--- src/rtl/sram_port_arbiter_if.sv ---
// sram_port_arbiter_if
//   One SRAM-like request/response port: request phase (req/wr/uncached/size/
//   addr/wdata, accepted by addr_ok) and in-order response phase
//   (data_ok/rdata).
//   master : the side that issues requests (drives req..wdata)
//   slave  : the side that accepts requests (drives addr_ok, data_ok, rdata)
interface sram_port_arbiter_if;
  logic        req;
  logic        wr;
  logic        uncached;
  logic [1:0]  size;      // bytes-1: 0=1B, 1=2B, 2=4B
  logic [31:0] addr;
  logic [31:0] wdata;
  logic        addr_ok;
  logic        data_ok;
  logic [31:0] rdata;

  modport master (
    output req, wr, uncached, size, addr, wdata,
    input  addr_ok, data_ok, rdata
  );

  modport slave (
    input  req, wr, uncached, size, addr, wdata,
    output addr_ok, data_ok, rdata
  );
endinterface

--- src/rtl/sram_port_arbiter.sv ---
// sram_port_arbiter
//   Shares one SRAM-like downstream port (m) between the core's instruction
//   (inst) and data (data) requesters. Request phases are arbitrated
//   combinationally; every accepted request records its source ID in a small
//   FIFO so the in-order downstream responses can be routed back to the
//   requester that issued them.
// Ports
//   clk, rst     clock, synchronous active-high reset
//   inst         slave port facing the instruction requester
//   data         slave port facing the data requester
//   m            master port facing the downstream (cpu_axi_interface)
//   outstanding  accepted-but-unanswered request count (0..MAX_OUTSTANDING)
//   rsp_err      sticky: a response arrived while nothing was in flight
module sram_port_arbiter #(
  parameter int MAX_OUTSTANDING = 4,  // power of 2, >= 2
  parameter int STARVE_LIMIT    = 8
) (
  input  logic                             clk,
  input  logic                             rst,
  sram_port_arbiter_if.slave               inst,
  sram_port_arbiter_if.slave               data,
  sram_port_arbiter_if.master              m,
  output logic [$clog2(MAX_OUTSTANDING):0] outstanding,
  output logic                             rsp_err
);

  localparam int PW = $clog2(MAX_OUTSTANDING);
  localparam int CW = PW + 1;
  localparam int SW = $clog2(STARVE_LIMIT + 1);

  typedef enum logic {
    SRC_INST = 1'b0,
    SRC_DATA = 1'b1
  } src_e;

  // State
  logic          lock;
  src_e          lock_src;
  logic [SW-1:0] starve_cnt;
  src_e          fifo_mem [MAX_OUTSTANDING];
  logic [PW-1:0] wr_ptr;
  logic [PW-1:0] rd_ptr;
  logic [CW-1:0] count;

  // Combinational decisions
  src_e sel;
  logic sel_req;
  logic starved;
  logic full;
  logic empty;
  logic m_req_int;
  logic accept;
  logic pop;
  src_e head;

  assign starved = (starve_cnt >= SW'(STARVE_LIMIT));
  // Full blocks new requests even if a response pops this same cycle, so
  // there is no combinational path from m.data_ok to m.req.
  assign full    = (count == CW'(MAX_OUTSTANDING));
  assign empty   = (count == '0);
  assign head    = fifo_mem[rd_ptr];

  // Grant: while locked the previously granted source keeps the bus so the
  // m fields stay stable until accepted; otherwise data has priority unless
  // inst has waited STARVE_LIMIT cycles.
  // NOTE: every signal assigned in this always_comb gets a default first so
  // no path leaves it unassigned and no latch is inferred.
  always_comb begin
    sel = SRC_INST;
    if (lock) begin
      sel = lock_src;
    end else if (data.req && !(inst.req && starved)) begin
      sel = SRC_DATA;
    end
  end

  assign sel_req   = (sel == SRC_DATA) ? data.req : inst.req;
  assign m_req_int = !rst && !full && sel_req;
  assign accept    = m_req_int && m.addr_ok;
  assign pop       = !rst && m.data_ok && !empty;

  // Downstream request mux (zero-latency)
  assign m.req      = m_req_int;
  assign m.wr       = (sel == SRC_DATA) ? data.wr       : inst.wr;
  assign m.uncached = (sel == SRC_DATA) ? data.uncached : inst.uncached;
  assign m.size     = (sel == SRC_DATA) ? data.size     : inst.size;
  assign m.addr     = (sel == SRC_DATA) ? data.addr     : inst.addr;
  assign m.wdata    = (sel == SRC_DATA) ? data.wdata    : inst.wdata;

  // Upstream handshakes
  assign inst.addr_ok = accept && (sel == SRC_INST);
  assign data.addr_ok = accept && (sel == SRC_DATA);
  assign inst.data_ok = pop && (head == SRC_INST);
  assign data.data_ok = pop && (head == SRC_DATA);
  assign inst.rdata   = m.rdata;
  assign data.rdata   = m.rdata;

  assign outstanding = count;

  // NOTE: sequential state uses non-blocking assignments so every register
  // samples the pre-edge values regardless of statement order.
  always_ff @(posedge clk) begin
    if (rst) begin
      lock       <= 1'b0;
      lock_src   <= SRC_INST;
      starve_cnt <= '0;
      wr_ptr     <= '0;
      rd_ptr     <= '0;
      count      <= '0;
      rsp_err    <= 1'b0;
    end else begin
      // Lock holds the granted source across downstream back-pressure; it
      // also clears when the requester withdraws (m.req drops).
      lock     <= m_req_int && !m.addr_ok;
      lock_src <= sel;

      if (!inst.req || (accept && sel == SRC_INST)) begin
        starve_cnt <= '0;
      end else if (!starved) begin
        starve_cnt <= starve_cnt + 1'b1;
      end

      if (accept) wr_ptr <= wr_ptr + 1'b1;
      if (pop)    rd_ptr <= rd_ptr + 1'b1;

      case ({accept, pop})
        2'b10:   count <= count + 1'b1;
        2'b01:   count <= count - 1'b1;
        default: count <= count;
      endcase

      if (m.data_ok && empty) rsp_err <= 1'b1;
    end
  end

  // NOTE: the ID storage is not reset; the pointers and count define which
  // entries are valid, so stale contents are never observed.
  always_ff @(posedge clk) begin
    if (accept) fifo_mem[wr_ptr] <= sel;
  end

endmodule
--- src/flat_wrapper.sv ---
// flat-port wrapper written by rule: the top's interface ports become plain ports
module sram_port_arbiter_flat 
#(
  parameter int MAX_OUTSTANDING = 4,                     
  parameter int STARVE_LIMIT    = 8
)
  (clk, rst, outstanding, rsp_err, inst_req, inst_wr, inst_uncached, inst_size, inst_addr, inst_wdata, inst_addr_ok, inst_data_ok, inst_rdata, data_req, data_wr, data_uncached, data_size, data_addr, data_wdata, data_addr_ok, data_data_ok, data_rdata, m_req, m_wr, m_uncached, m_size, m_addr, m_wdata, m_addr_ok, m_data_ok, m_rdata);
  sram_port_arbiter_if inst_i ();
  sram_port_arbiter_if data_i ();
  sram_port_arbiter_if m_i ();
  input  logic clk;
  input  logic rst;
  output logic [$clog2(MAX_OUTSTANDING):0] outstanding;
  output logic rsp_err;
  input wire logic [$bits(inst_i.req)-1:0] inst_req;
  input wire logic [$bits(inst_i.wr)-1:0] inst_wr;
  input wire logic [$bits(inst_i.uncached)-1:0] inst_uncached;
  input wire logic [$bits(inst_i.size)-1:0] inst_size;
  input wire logic [$bits(inst_i.addr)-1:0] inst_addr;
  input wire logic [$bits(inst_i.wdata)-1:0] inst_wdata;
  output wire logic [$bits(inst_i.addr_ok)-1:0] inst_addr_ok;
  output wire logic [$bits(inst_i.data_ok)-1:0] inst_data_ok;
  output wire logic [$bits(inst_i.rdata)-1:0] inst_rdata;
  input wire logic [$bits(data_i.req)-1:0] data_req;
  input wire logic [$bits(data_i.wr)-1:0] data_wr;
  input wire logic [$bits(data_i.uncached)-1:0] data_uncached;
  input wire logic [$bits(data_i.size)-1:0] data_size;
  input wire logic [$bits(data_i.addr)-1:0] data_addr;
  input wire logic [$bits(data_i.wdata)-1:0] data_wdata;
  output wire logic [$bits(data_i.addr_ok)-1:0] data_addr_ok;
  output wire logic [$bits(data_i.data_ok)-1:0] data_data_ok;
  output wire logic [$bits(data_i.rdata)-1:0] data_rdata;
  output wire logic [$bits(m_i.req)-1:0] m_req;
  output wire logic [$bits(m_i.wr)-1:0] m_wr;
  output wire logic [$bits(m_i.uncached)-1:0] m_uncached;
  output wire logic [$bits(m_i.size)-1:0] m_size;
  output wire logic [$bits(m_i.addr)-1:0] m_addr;
  output wire logic [$bits(m_i.wdata)-1:0] m_wdata;
  input wire logic [$bits(m_i.addr_ok)-1:0] m_addr_ok;
  input wire logic [$bits(m_i.data_ok)-1:0] m_data_ok;
  input wire logic [$bits(m_i.rdata)-1:0] m_rdata;
  assign inst_i.req = inst_req;
  assign inst_i.wr = inst_wr;
  assign inst_i.uncached = inst_uncached;
  assign inst_i.size = inst_size;
  assign inst_i.addr = inst_addr;
  assign inst_i.wdata = inst_wdata;
  assign inst_addr_ok = inst_i.addr_ok;
  assign inst_data_ok = inst_i.data_ok;
  assign inst_rdata = inst_i.rdata;
  assign data_i.req = data_req;
  assign data_i.wr = data_wr;
  assign data_i.uncached = data_uncached;
  assign data_i.size = data_size;
  assign data_i.addr = data_addr;
  assign data_i.wdata = data_wdata;
  assign data_addr_ok = data_i.addr_ok;
  assign data_data_ok = data_i.data_ok;
  assign data_rdata = data_i.rdata;
  assign m_req = m_i.req;
  assign m_wr = m_i.wr;
  assign m_uncached = m_i.uncached;
  assign m_size = m_i.size;
  assign m_addr = m_i.addr;
  assign m_wdata = m_i.wdata;
  assign m_i.addr_ok = m_addr_ok;
  assign m_i.data_ok = m_data_ok;
  assign m_i.rdata = m_rdata;
  sram_port_arbiter #(.MAX_OUTSTANDING(MAX_OUTSTANDING), .STARVE_LIMIT(STARVE_LIMIT)) u_core (.clk(clk), .rst(rst), .inst(inst_i), .data(data_i), .m(m_i), .outstanding(outstanding), .rsp_err(rsp_err));
endmodule
--- config.mk ---
export PLATFORM = sky130hd
export DESIGN_NAME = sram_port_arbiter_flat
export DESIGN_NICKNAME = d
export VERILOG_FILES = /design/src/rtl/sram_port_arbiter_if.sv /design/src/rtl/sram_port_arbiter.sv /design/src/flat_wrapper.sv
export SDC_FILE = /design/constraint.sdc
export NUM_CORES = 1
export LEC_CHECK = 0
export ABC_CLOCK_PERIOD_IN_PS = 2300
export CAP_MARGIN = 20
export CORE_AREA = 3 3 122 124
export CTS_CLUSTER_DIAMETER = 100
export DETAILED_ROUTE_END_ITERATION = 6
export DIE_AREA = 0 0 125 127
export PLACE_DENSITY = 0.7
export SLEW_MARGIN = 40
export SYNTH_ARGS = -nofsm -noshare
export SYNTH_HDL_FRONTEND = slang
export SYNTH_SLANG_ARGS = --single-unit
--- constraint.sdc ---
create_clock -name clk -period 2.3 [get_ports clk]
set_clock_uncertainty 0.2 [all_clocks]
set_input_delay 0.46 -clock clk [delete_from_list [all_inputs] [get_ports clk]]
set_output_delay 0.46 -clock clk [all_outputs]
set_load 0.01 [all_outputs]
==> impl_metrics.ini <==
[synthesis]
synthArstFlopShare_pct = 0
syn-num-nets = 424
synth_cells = 242
ys_types = 36
yosysWarnings = 0
synth_edf_count = 4
ys.flop_type = dfxtp_1
syn_area_um2 = 2354
ys_ff_latch = 20
ys_seq_area_share_pct = 18.71
synth.avg_cell_area_um2 = 9.725

[placement]
dp_hpwl_um = 9246
pre_cts_slack_ps = -958.3
gp_congestion = 0.8841
port_buffers = 218
placed_cells = 593

[finish]
final_cells = 640
area.growth.synth_to_final_pct = 137.1
fill_cells = 1309
regArea_um2 = 447.9
utilization_pct = 40.19
multi_input_area_um2 = 1674
nets = 642
layout-drive-gt1-share_pct = 52.07

[clocking]
clockRootBuffer = clkbuf_16
cts_tree = done
worstSkewPairLatency_ps = 250
cts.clk_slew.worst_paths_ps = 50
clkSinkCount = 20
cts_buffer_depth = 2
hold_buffers = 0
h-tree-depth = 1
numCtsBuffers = 3

[timing]
setup_tns_ps = -6566
fin_crit_sh_pct = 109.0
fmax_mhz = 399.0
rsz0062_at_grt = yes
hold_slack_ps = 282.3
worst_slack_ps = -206.5
hold_viol_final = 0
post-route-min-period_ps = 2507
finalMaxSlewViolations = 0
slew_headroom_pct = 76.71
tightest_slew_ps = 349.3
final-setup-viol-count = 69

[global_route]
grt_pass1_vias = 2872
grt_util_met3_pct = 4.306
grt-ovfl-total = 0
grt_max_degree = 13
use_met2_pct = 27.46
antenna_found_initial = 1
grt_usage_pct = 14.76
grt_most_used_layer = met2
grt_first_pass_wirelength_um = 18060
use_met1_pct = 16.34

[floorplanning]
fp-row-count = 43
core-area_um2 = 13880
start_util_pct = 16.96
die_area_um2 = 15880
die-width_um = 125
die_y_um = 127
ios = 315

[route]
vias = 2561
final_antenna_net_count = 0
dr.pass1.iters = 4
wl_per_cell_um = 20.04
drc_errors = 0
drt-initial-drc-count = 120
viasPerCell = 4.002
detail_route.wirelength_um = 12820

[outcome]
status = finished with violations
violations = setup timing

[job]
cap_violations = 0

[worst_hold_path]
hold_depth = 2
hp-class = reg2reg

[power]
power.density_nw_per_um2 = 387.1
vdd_drop_max_v = 0.0003289
power.leakage_nw = 2.507

[critical_path]
cp_slowest_cell = dfxtp_4
crit_path_start_kind = flop
worstPathRequired_ps = 1640
cp_common_cell = buf_6
criticalPathCategory = reg2out
crit_chain = nor2b_4 > a22oi_2 > buf_6 > buf_12 > buf_12 > buf_16 > buf_6 > mux2_4 > buf_6
end_kind = output pin
slowest_delay_ps = 360
cp_max_fo = 7
worst-r2r-cell-count = 10
arrival_ps = 1850
[cell families (layout without fill, tap and decap cells)]
kind of cell,after synthesis,count (layout),synth area share (%)
xor gates and xnor gates,4,4,1.489
muxes,73,73,35.25
and+or+nand+nor,34,34,8.506
adders and majority gates,8,8,4.572
DFF,20,20,18.71
buffers and inverters,86,303,25.36
other,0,1,0
AOI/OAI and AO/OA,17,17,6.114
[synthesized netlist by cell type, drive strengths merged (3+ instances only)]
cell type	count	area (um^2)
and2	6	37.54
ha	7	87.58
a21oi	6	30.03
nand2b	5	31.28
nor2	9	33.78
mux2i	3	30.03
dfxtp	16	320.3
buf	72	544.3
mux2	69	777.0
a311oi	4	35.03
xor2	3	26.28
inv	13	48.80
edfxtp	4	120.1
[layout by cell type, fill, tap and decap left out, types with 4 or more instances in the layout]
cell type	instances
buf_6	89
buf_4	30
inv_1	12
edfxtp_1	4
buf_12	10
and2_1	5
mux2_4	68
nor2_1	8
buf_16	5
a311oi_1	4
ha_1	6
dfxtp_1	12
nand2b_1	4
a21oi_1	5
clkdlybuf4s50_1	140
[state kept, by name (all words and copies together), names as in the netlist, named ones only]
signal,cells
u_core.fifo_mem,4
u_core.starve_cnt,4
u_core.outstanding,3
u_core.rd_ptr,2
u_core.wr_ptr,2
u_core.lock,1
u_core.lock_src,1
u_core.rsp_err,1
[area by class of cell]
class	count	share of cell area, %
multi-input cells	136	30.01
repair buffers	286	55.12
clock buffers	3	1.346
well taps	180	4.037
diodes	1	0.04485
flip-flops and latches	20	8.029
inverters	13	0.8746
clock inverters	1	0.5382
[power breakdown]
part           total, mW  internal [mW]  switching, mW
clock              0.472          0.345          0.127
sequential         0.396          0.377         0.0183
combinational       1.29          0.856          0.436
[worst max-delay path: cells and delay by family (launching register included)]
family	cells	cell delay, ps
multiplexers	1	300
AO/OA/AOI/OAI	1	60
AND/OR/NAND/NOR	1	110
buffers and inverters	6	760
flip-flops	1	360
[metrics by stage]
step / power (mW) / cell area, um^2
2_1_floorplan: 0.8569 / 2394
3_3_place_gp: 1.317 / 4461
3_5_place_dp: 1.328 / 4461
4_1_cts: 2.139 / 5458
5_1_grt: 2.253 / 5579
6_report: 2.160 / 5579
[repair_timing]
| action | CTS | global route |
|---|---|---|
| gates resized for setup | 458 | 38 |
| gates cloned | 7 | 0 |
| setup buffers | 30 | 8 |
| pin swaps | 7 | 11 |
| setup endpoints to repair | 76 | 73 |
[routing by layer]
layer / routed length (um) / vias to the layer above / part of all wire [%]
li1: - / 1213 / -
met3: 1008 / 38 / 7.9
met2: 6758 / 118 / 53
met4: 354 / 0 / 2.8
met5: 0 / - / 0
met1: 4702 / 1192 / 37
[path summary, 6_finish.rpt]
kind / slack (ps) / to / start
setup / recovery: -210 / m_addr[30] / u_core.lock
hold / removal: 280 / flop / u_core.rd_ptr[1]
setup reg to reg: -90 / u_core.outstanding[2] / u_core.lock
hold reg to reg: 280 / flop / u_core.rd_ptr[1]
(Power assumes the default switching activity.)
